$ cat src/rtl/dt_rom_unpacker_if.sv
// Bus bundle between the distance-transform loader and its controller, ROM and RAM.
// The loader sits on the slave side; the controller/memories sit on the master side.
interface dt_rom_unpacker_if #(
    parameter int unsigned WORD_W = 16,
    parameter int unsigned ROM_AW = 10,
    parameter int unsigned RAM_AW = 14
);
    logic              start;
    logic              busy;
    logic              done;
    logic              sti_rd;
    logic [ROM_AW-1:0] sti_addr;
    logic [WORD_W-1:0] sti_di;
    logic              res_wr;
    logic [RAM_AW-1:0] res_addr;
    logic [7:0]        res_do;
    logic [RAM_AW:0]   fg_count;

    modport slave (
        input  start, sti_di,
        output busy, done, sti_rd, sti_addr, res_wr, res_addr, res_do, fg_count
    );

    modport master (
        output start, sti_di,
        input  busy, done, sti_rd, sti_addr, res_wr, res_addr, res_do, fg_count
    );
endinterface

$ cat src/rtl/dt_rom_unpacker.sv
// Expands the packed 1-bit sti ROM image into one byte per pixel in the res RAM
// and counts foreground pixels. Every output is a flop loaded from its _d value.
module dt_rom_unpacker #(
    parameter int unsigned WORD_W = 16,
    parameter int unsigned ROM_AW = 10,
    parameter int unsigned RAM_AW = 14,
    parameter logic [7:0]  FG_VAL = 8'd1
) (
    input  logic                clk,
    input  logic                reset,
    dt_rom_unpacker_if.slave    bus
);
    localparam int unsigned BIT_W = $clog2(WORD_W);
    localparam int unsigned CNT_W = RAM_AW + 1;

    typedef enum logic [2:0] {
        S_IDLE,
        S_FETCH,
        S_LATCH,
        S_WRITE,
        S_DONE
    } state_t;

    state_t            state_q, state_d;
    logic [ROM_AW-1:0] word_idx_q, word_idx_d;
    logic [BIT_W-1:0]  bit_idx_q, bit_idx_d;
    logic [WORD_W-1:0] shift_q, shift_d;
    logic              busy_q, busy_d;
    logic              done_q, done_d;
    logic              sti_rd_q, sti_rd_d;
    logic [ROM_AW-1:0] sti_addr_q, sti_addr_d;
    logic              res_wr_q, res_wr_d;
    logic [RAM_AW-1:0] res_addr_q, res_addr_d;
    logic [7:0]        res_do_q, res_do_d;
    logic [CNT_W-1:0]  fg_count_q, fg_count_d;
    logic              pix;

    // Outputs are registered one cycle ahead: each transition loads the values
    // that belong to the state being entered.
    always_comb begin
        state_d    = state_q;
        word_idx_d = word_idx_q;
        bit_idx_d  = bit_idx_q;
        shift_d    = shift_q;
        busy_d     = busy_q;
        done_d     = 1'b0;
        sti_rd_d   = 1'b0;
        sti_addr_d = sti_addr_q;
        res_wr_d   = 1'b0;
        res_addr_d = res_addr_q;
        res_do_d   = res_do_q;
        fg_count_d = fg_count_q;
        pix        = 1'b0;

        case (state_q)
            S_IDLE: begin
                if (bus.start) begin
                    state_d    = S_FETCH;
                    word_idx_d = '0;
                    fg_count_d = '0;
                    busy_d     = 1'b1;
                    sti_rd_d   = 1'b1;
                    sti_addr_d = '0;
                end
            end
            S_FETCH: begin
                state_d = S_LATCH;
            end
            S_LATCH: begin
                // ROM data is valid now; emit the leftmost pixel straight from it.
                pix        = bus.sti_di[WORD_W-1];
                shift_d    = bus.sti_di;
                bit_idx_d  = '0;
                res_wr_d   = 1'b1;
                res_addr_d = RAM_AW'({word_idx_q, BIT_W'(0)});
                res_do_d   = pix ? FG_VAL : 8'd0;
                fg_count_d = fg_count_q + CNT_W'(pix);
                state_d    = S_WRITE;
            end
            S_WRITE: begin
                if (bit_idx_q == BIT_W'(WORD_W - 1)) begin
                    if (word_idx_q == '1) begin
                        state_d = S_DONE;
                        done_d  = 1'b1;
                        busy_d  = 1'b0;
                    end else begin
                        word_idx_d = word_idx_q + ROM_AW'(1);
                        sti_rd_d   = 1'b1;
                        sti_addr_d = word_idx_q + ROM_AW'(1);
                        state_d    = S_FETCH;
                    end
                end else begin
                    pix        = shift_q[WORD_W-2];
                    shift_d    = shift_q << 1;
                    bit_idx_d  = bit_idx_q + BIT_W'(1);
                    res_wr_d   = 1'b1;
                    res_addr_d = RAM_AW'({word_idx_q, bit_idx_q + BIT_W'(1)});
                    res_do_d   = pix ? FG_VAL : 8'd0;
                    fg_count_d = fg_count_q + CNT_W'(pix);
                end
            end
            S_DONE: begin
                state_d = S_IDLE;
            end
            default: begin
                state_d = S_IDLE;
                busy_d  = 1'b0;
            end
        endcase
    end

    always_ff @(posedge clk) begin
        if (!reset) begin
            state_q    <= S_IDLE;
            word_idx_q <= '0;
            bit_idx_q  <= '0;
            shift_q    <= '0;
            busy_q     <= 1'b0;
            done_q     <= 1'b0;
            sti_rd_q   <= 1'b0;
            sti_addr_q <= '0;
            res_wr_q   <= 1'b0;
            res_addr_q <= '0;
            res_do_q   <= '0;
            fg_count_q <= '0;
        end else begin
            state_q    <= state_d;
            word_idx_q <= word_idx_d;
            bit_idx_q  <= bit_idx_d;
            shift_q    <= shift_d;
            busy_q     <= busy_d;
            done_q     <= done_d;
            sti_rd_q   <= sti_rd_d;
            sti_addr_q <= sti_addr_d;
            res_wr_q   <= res_wr_d;
            res_addr_q <= res_addr_d;
            res_do_q   <= res_do_d;
            fg_count_q <= fg_count_d;
        end
    end

    assign bus.busy     = busy_q;
    assign bus.done     = done_q;
    assign bus.sti_rd   = sti_rd_q;
    assign bus.sti_addr = sti_addr_q;
    assign bus.res_wr   = res_wr_q;
    assign bus.res_addr = res_addr_q;
    assign bus.res_do   = res_do_q;
    assign bus.fg_count = fg_count_q;
endmodule

$ cat src/flat_wrapper.sv
// flat-port wrapper written by rule: the top's interface ports become plain ports
module dt_rom_unpacker_flat 
#(
    parameter int unsigned WORD_W = 16,
    parameter int unsigned ROM_AW = 10,
    parameter int unsigned RAM_AW = 14,
    parameter logic [7:0]  FG_VAL = 8'd1
)
  (clk, reset, bus_start, bus_sti_di, bus_busy, bus_done, bus_sti_rd, bus_sti_addr, bus_res_wr, bus_res_addr, bus_res_do, bus_fg_count);
  dt_rom_unpacker_if #(.WORD_W(WORD_W), .ROM_AW(ROM_AW), .RAM_AW(RAM_AW)) bus_i ();
  input  logic clk;
  input  logic reset;
  input wire logic [$bits(bus_i.start)-1:0] bus_start;
  input wire logic [$bits(bus_i.sti_di)-1:0] bus_sti_di;
  output wire logic [$bits(bus_i.busy)-1:0] bus_busy;
  output wire logic [$bits(bus_i.done)-1:0] bus_done;
  output wire logic [$bits(bus_i.sti_rd)-1:0] bus_sti_rd;
  output wire logic [$bits(bus_i.sti_addr)-1:0] bus_sti_addr;
  output wire logic [$bits(bus_i.res_wr)-1:0] bus_res_wr;
  output wire logic [$bits(bus_i.res_addr)-1:0] bus_res_addr;
  output wire logic [$bits(bus_i.res_do)-1:0] bus_res_do;
  output wire logic [$bits(bus_i.fg_count)-1:0] bus_fg_count;
  assign bus_i.start = bus_start;
  assign bus_i.sti_di = bus_sti_di;
  assign bus_busy = bus_i.busy;
  assign bus_done = bus_i.done;
  assign bus_sti_rd = bus_i.sti_rd;
  assign bus_sti_addr = bus_i.sti_addr;
  assign bus_res_wr = bus_i.res_wr;
  assign bus_res_addr = bus_i.res_addr;
  assign bus_res_do = bus_i.res_do;
  assign bus_fg_count = bus_i.fg_count;
  dt_rom_unpacker #(.WORD_W(WORD_W), .ROM_AW(ROM_AW), .RAM_AW(RAM_AW), .FG_VAL(FG_VAL)) u_core (.clk(clk), .reset(reset), .bus(bus_i));
endmodule
$ cat config.mk
export PLATFORM = sky130hd
export DESIGN_NAME = dt_rom_unpacker_flat
export DESIGN_NICKNAME = d
export VERILOG_FILES = /design/src/rtl/dt_rom_unpacker_if.sv /design/src/rtl/dt_rom_unpacker.sv /design/src/flat_wrapper.sv
export SDC_FILE = /design/constraint.sdc
export NUM_CORES = 1
export LEC_CHECK = 0
export ABC_AREA = 1
export BUFFER_PORTS_ARGS = -buffer_cell sky130_fd_sc_hd__buf_4
export CAP_MARGIN = 20
export CELL_PAD_IN_SITES_DETAIL_PLACEMENT = 1
export CELL_PAD_IN_SITES_GLOBAL_PLACEMENT = 2
export CORE_ASPECT_RATIO = 0.75
export CORE_MARGIN = 3
export CORE_UTILIZATION = 29
export CTS_CLUSTER_DIAMETER = 50
export DETAILED_ROUTE_END_ITERATION = 12
export HOLD_SLACK_MARGIN = 0.1
export PLACE_DENSITY = 0.75
export SKIP_CTS_REPAIR_TIMING = 1
export SLEW_MARGIN = 30
export SYNTH_ARGS = -nofsm -noshare
export SYNTH_HDL_FRONTEND = slang
export SYNTH_SLANG_ARGS = --single-unit
$ cat constraint.sdc
create_clock -name clk -period 2.7 [get_ports clk]
set_input_delay 0.135 -clock clk [delete_from_list [all_inputs] [get_ports clk]]
set_output_delay 0.135 -clock clk [all_outputs]
set_load 0.05 [all_outputs]
==> results of run 1 <==
## per-stage QoR
step	hold slack, ns	total power, mW	worst slack, ns	utilization (%)	instance area (sq um)
3_3_place_gp	0.4174	1.624	0.6345	35.60	3507
5_1_grt	0.1015	2.866	0.2013	39.52	3894
2_1_floorplan	0.2952	1.490	0.4277	-	3003
4_1_cts	0.07200	2.748	0.5284	38.51	3794
3_5_place_dp	0.4216	1.630	0.5409	35.60	3507
6_report	0.08421	2.714	0.5337	39.52	3894
## worst max-delay path: stages, from the launching register on
cell	delay, ns
dfxtp_1	0.47
inv_2	0.13
nand3_2	0.09
nand2_1	0.07
nand2_1	0.07
ha_1	0.16
ha_1	0.19
nand3_1	0.14
nor2_1	0.24
inv_1	0.07
nor2_1	0.21
nand2_1	0.08
nor2_1	0.09
nor2_1	0.04
## registers in the layout, summed over array words and instances, names as in the netlist
register / flops
u_core.bus.res_addr: 14
u_core.shift_q: 15
u_core.bus.sti_rd: 1
u_core.bus.done: 1
u_core.state_q: 3
u_core.bus.sti_addr: 10
u_core.bus.fg_count: 15
u_core.bus.res_do: 1
u_core.bus.busy: 1
u_core.bus.res_wr: 1
## final timing paths
kind | endpoint | slack [ns] | cells after the start
setup / recovery | u_core.bus.fg_count[10] | 0.53 | 13
hold / removal | u_core.shift_q[10] | 0.08 | 3
setup reg to reg | u_core.bus.fg_count[10] | 0.53 | 13
hold reg to reg | u_core.shift_q[0] | 0.47 | 2
## synthesized netlist by cell type, types with 2 or more instances
master	count
a21oi_1	28
a31oi_1	15
buf_2	2
buf_4	14
clkbuf_1	6
dfxtp_1	62
ha_1	4
inv_1	32
inv_2	2
nand2_1	111
nand2_2	3
nand2_4	3
nand3_1	30
nand3_2	5
nand4_1	4
nor2_1	66
nor3_1	3
o21ai_0	29
## power by group through the flow
| stage | Clock [mW] | Sequential [mW] | Combinational, mW |
|---|---|---|---|
| detailed placement | 0 | 1.07 | 0.562 |
| floorplan | 0 | 1.19 | 0.298 |
| global route | 1.18 | 1.06 | 0.627 |
| CTS | 1.13 | 1.05 | 0.567 |
| finish | 1.10 | 1.05 | 0.568 |
| global placement | 0 | 1.07 | 0.559 |
## layer usage
| metal | routed length (microns) | global-route usage (%) | up-vias |
|---|---|---|---|
| met5 | 0 | 0 | - |
| met4 | 108 | 4.240 | 0 |
| met3 | 495 | 5.178 | 14 |
| met2 | 3891 | 25.19 | 58 |
| met1 | 4324 | 21.27 | 1387 |
| li1 | - | - | 1519 |
## logic make-up after synthesis
kind of cell	count (synthesis)	share of synthesized area, %
and+or+nand+nor	229	33.50
AOI/OAI and AO/OA	75	13.48
DFF	62	41.65
buffers and inverters	57	9.278
adders and majority gates	4	1.679
xor gates and xnor gates	1	0.2939
other	1	0.1258
## area by class of cell
type | count | area [sq um]
repair buffers | 75 | 588.1
inverters | 34 | 127.6
well taps | 132 | 165.2
flip-flops and latches | 62 | 1241
fillers | 1253 | 5958
clock buffers | 12 | 266.5
clock inverters | 4 | 20.02
multi-input cells | 316 | 1485
==> metrics.txt, run 1 <==
CP Data Required Time 2.93 ns; DRC violations left 0; H-tree depth 3; setup violators final 0; initial core utilization 30.25%; port buffer count 62; Site Rows 31; Clock Sink Count 62; Top FF cell, synth dfxtp_1; Clock Power Share around two fifths; initial antenna violation count 0; fin crit period 2.166 ns; clock insertion delay at the later pin of the skew report 0.33 ns; Mapped Area 0.002980 sq mm; diode count 0; DRT Wirelength 8820 microns; Root Driver clkbuf_16; commonest non-fill, non-tap cell in the layout nand2_1; Synth cell types 28; Chip Width roughly 120 microns; leading area contributor after synthesis dfxtp_1; number of synthesized flops with an enable pin 0; Worst VDD drop 0.3005 mV; Max-slew headroom 64.03%; CP arrival around 2.4 ns; Net count, final 521; NetSw approximately 860 uW; non-filler cells, final 635; Synth Register Bits 62; share of Yosys cell area claimed by the top area cell type 41.65%; cts bufs inserted 9; PD cells around 700 mW/mm^2; average routed wire per standard cell 13.89 microns; largest net degree at the start of global routing 45; Seq pwr share 38.6%; TritonRoute pass-1 iters 4; Logic pwr share between 20% and 30%; routed vias around 3000; FF-to-FF Start u_core.state_q[2]; grt total ovfl 0; synth warn 0; Sw Share roughly a third; die height approximately 94 microns; max-cap violation count 0; CTS tree built; achievable frequency 0.4616 GHz; largest cells by area after synthesis dfxtp_1, nand2_1, nor2_1; first-pass GRT wire length 14440 microns; placed cell count 609; async set or reset register ratio after synthesis 0%; gr usage total roughly 16%; vias in the first global route approximately 2900; # IOs 70; register area share after synthesis about two fifths; DP HPWL 6312 microns; RSZ-0062 raised after global routing no; skew final 0.006200 ns; final hold viol count 0; Mapped Cells 429; Die ar. 0.01154 sq mm; CP Class flop to flop; status finished clean; final count of pins violating max slew 0; worst min-delay path class primary input to flop; core area around 0.0099 sq mm; layout cells sized above 1 19.09%; Final period util 80.23%; Setup crit start u_core.state_q[2]; Pleak 1.701 nW; hold path start bus_sti_di[10]; worst slew pin tran approximately 0.54 ns; RePlAce Congestion 0.8072; Post-Syn Area per Cell 6.947 sq um; startpoint types flop; clk buf depth 2; top fanout value on the critical path 6; post-route ant nets 0; Layout area overhead 30.65%; most frequent cells in the layout nand2_1, nor2_1, buf_4; Iter 0 DRT Violations 145; detailed-route vias per instance roughly 4.7; crit path capture type flop; Cell Int Power 1.855 mW; clock slew at reported path FFs 0.05 ns; Setup TNS 0 ns
Power figures use the tool's default switching activity.
==> inputs of run 2 (changes only) <==
--- a/config.mk
+++ b/config.mk
@@ -12,11 +12,11 @@
 export CELL_PAD_IN_SITES_GLOBAL_PLACEMENT = 2
 export CORE_ASPECT_RATIO = 0.75
 export CORE_MARGIN = 3
-export CORE_UTILIZATION = 29
+export CORE_UTILIZATION = 26
 export CTS_CLUSTER_DIAMETER = 50
 export DETAILED_ROUTE_END_ITERATION = 12
 export HOLD_SLACK_MARGIN = 0.1
-export PLACE_DENSITY = 0.75
+export PLACE_DENSITY = 0.71
 export SKIP_CTS_REPAIR_TIMING = 1
 export SLEW_MARGIN = 30
 export SYNTH_ARGS = -nofsm -noshare
==> constraint.sdc (replaced) <==
create_clock -name clk -period 1.93 [get_ports clk]
set_input_delay 0.0965 -clock clk [delete_from_list [all_inputs] [get_ports clk]]
set_output_delay 0.0965 -clock clk [all_outputs]
set_load 0.05 [all_outputs]
==> metrics.txt, run 2 (synthesized netlist as in run 1, its figures left out) <==
status finished clean; clock slew at reported path FFs around 0.050 ns; Worst path max stage delay 0.38 ns; achievable frequency 0.5803 GHz; DRC violations left 0; routed vias about 3000; diode count 0; top fanout value on the critical path 5; setup violators final 0; final hold viol count 0; most frequent cells in the layout nand2_1, buf_4, nor2_1; post-route setup slack roughly 0.21 ns; PD cells 934.1 mW/mm^2; Root Driver clkbuf_16; skew final 0.007602 ns; Die ar. 0.01280 sq mm; average routed wire per standard cell about 14 microns; post-route ant nets 0; Layout area overhead 38.79%; hold path start bus_start; grt total ovfl 0; Worst path slowest cell dfxtp_4; clk buf depth 2; startpoint types flop; layout cells sized above 1 22.16%; Fillers between 1000 and 1500; DP HPWL 6584 microns; buffer and inverter count on the worst path 1; Clock Sink Count slightly above 60; Min Hold Slack 0.1435 ns; port buffer count 62; crit path capture type flop; non-filler cells, final 659; DRT Wirelength around 9200 microns; CP top delay family simple AND/OR/NAND/NOR gates; worst min-delay path class primary input to flop; vias in the first global route 2978; fin crit period 1.723 ns; TritonRoute pass-1 iters 4; reg2reg end u_core.bus.fg_count[10]; die height just under 100 microns; Chip Width 129.6 microns; CP Class flop to flop; RSZ-0062 raised after global routing no; Final period util around 89%; largest net degree at the start of global routing 44; setup slack at placement a little under 0.05 ns; placed cell count 628; # IOs 70; Worst VDD drop about 0.45 mV; first-pass GRT wire length 14970 microns; Max-slew headroom a little over three fifths; CP Data Required Time about 2.2 ns; commonest non-fill, non-tap cell in the layout nand2_1; crit-path cells nand2_4 > nor2_8 > nand2_1 > nand2_2 > ha_4 > ha_4 > nand3_4 > nor2_4 > inv_1 > nor2_4 > nand2_1 > nor2_1 > nor2_1; max-cap violation count 0; hold depth 3; final count of pins violating max slew 0; Net count, final 539; Site Rows 33; detailed-route vias per instance between 4 and 5; worst reg-to-reg setup slack 0.21 ns; FF-to-FF Start u_core.state_q[1]; initial core utilization 26.93%; RePlAce Congestion 0.8575; clock insertion delay at the later pin of the skew report 0.33 ns; cts bufs inserted 9; core area 0.01107 sq mm; CTS tree built; CP arrival 1.95 ns; H-tree depth 3; gr usage total 14.66%; worst reg2reg path depth 13; initial antenna violation count 0; Setup TNS 0 ns; Pleak between 1.5 and 2 nW; worst slew pin tran 0.5517 ns; WHS Endpoint u_core.bus.sti_rd; Iter 0 DRT Violations 75
## run 2: cell count changes in the layout (fill, tap and decap cells not counted), sizes merged
cell	change
clkbuf	+1
dlygate4sd3	+7
buf	+11
clkinv	-3
## run 2: final cells by class
cell class	instances	area [sq um]	share of cell area (%)
clock buffers	13	270.3	6.534
clock inverters	1	5.005	0.1210
inverters	34	127.6	3.085
multi-input cells	316	1555	37.60
flip-flops and latches	62	1250	30.22
well taps	140	175.2	4.235
repair buffers	93	753.2	18.21
## run 2: routing by layer
| metal | up-vias | wire length (microns) | track usage [%] |
|---|---|---|---|
| met5 | - | 0 | 0 |
| met4 | 0 | 222 | 5.431 |
| met3 | 20 | 359 | 3.900 |
| met2 | 59 | 4000 | 21.31 |
| met1 | 1408 | 4583 | 20.78 |
| li1 | 1551 | - | - |
## run 2: worst min-delay path: stages
cell and delay (ns):
buf_4 0.12, nand3_2 0.12, a21oi_1 0.08
## run 2: worst max-delay path by stage
stage	start	cells past startpoint	slack (ns)	to
after floorplan	u_core.state_q[1]	14	0.005	u_core.bus.fg_count[10]
after global placement	u_core.state_q[2]	13	0.11	u_core.bus.fg_count[10]
after detailed placement	u_core.state_q[2]	13	0.05	u_core.bus.fg_count[10]
after CTS	u_core.state_q[2]	13	0.04	u_core.bus.fg_count[10]
after global routing	u_core.state_q[1]	14	0.02	u_core.bus.fg_count[9]
final	u_core.state_q[1]	13	0.21	u_core.bus.fg_count[10]
## run 2: where the power goes
group	switching [mW]	internal [mW]
logic	0.586	0.284
registers	0.0731	1.40
clock network	0.560	0.957
total	1.22	2.64
## run 2: metrics by stage
stage | power [mW] | instance area, sq um | utilization [%]
2_1_floorplan | 2.097 | 3063 | -
3_3_place_gp | 2.331 | 3662 | 33.10
3_5_place_dp | 2.344 | 3662 | 33.10
4_1_cts | 3.892 | 3938 | 35.58
5_1_grt | 4.072 | 4136 | 37.38
6_report | 3.864 | 4136 | 37.38
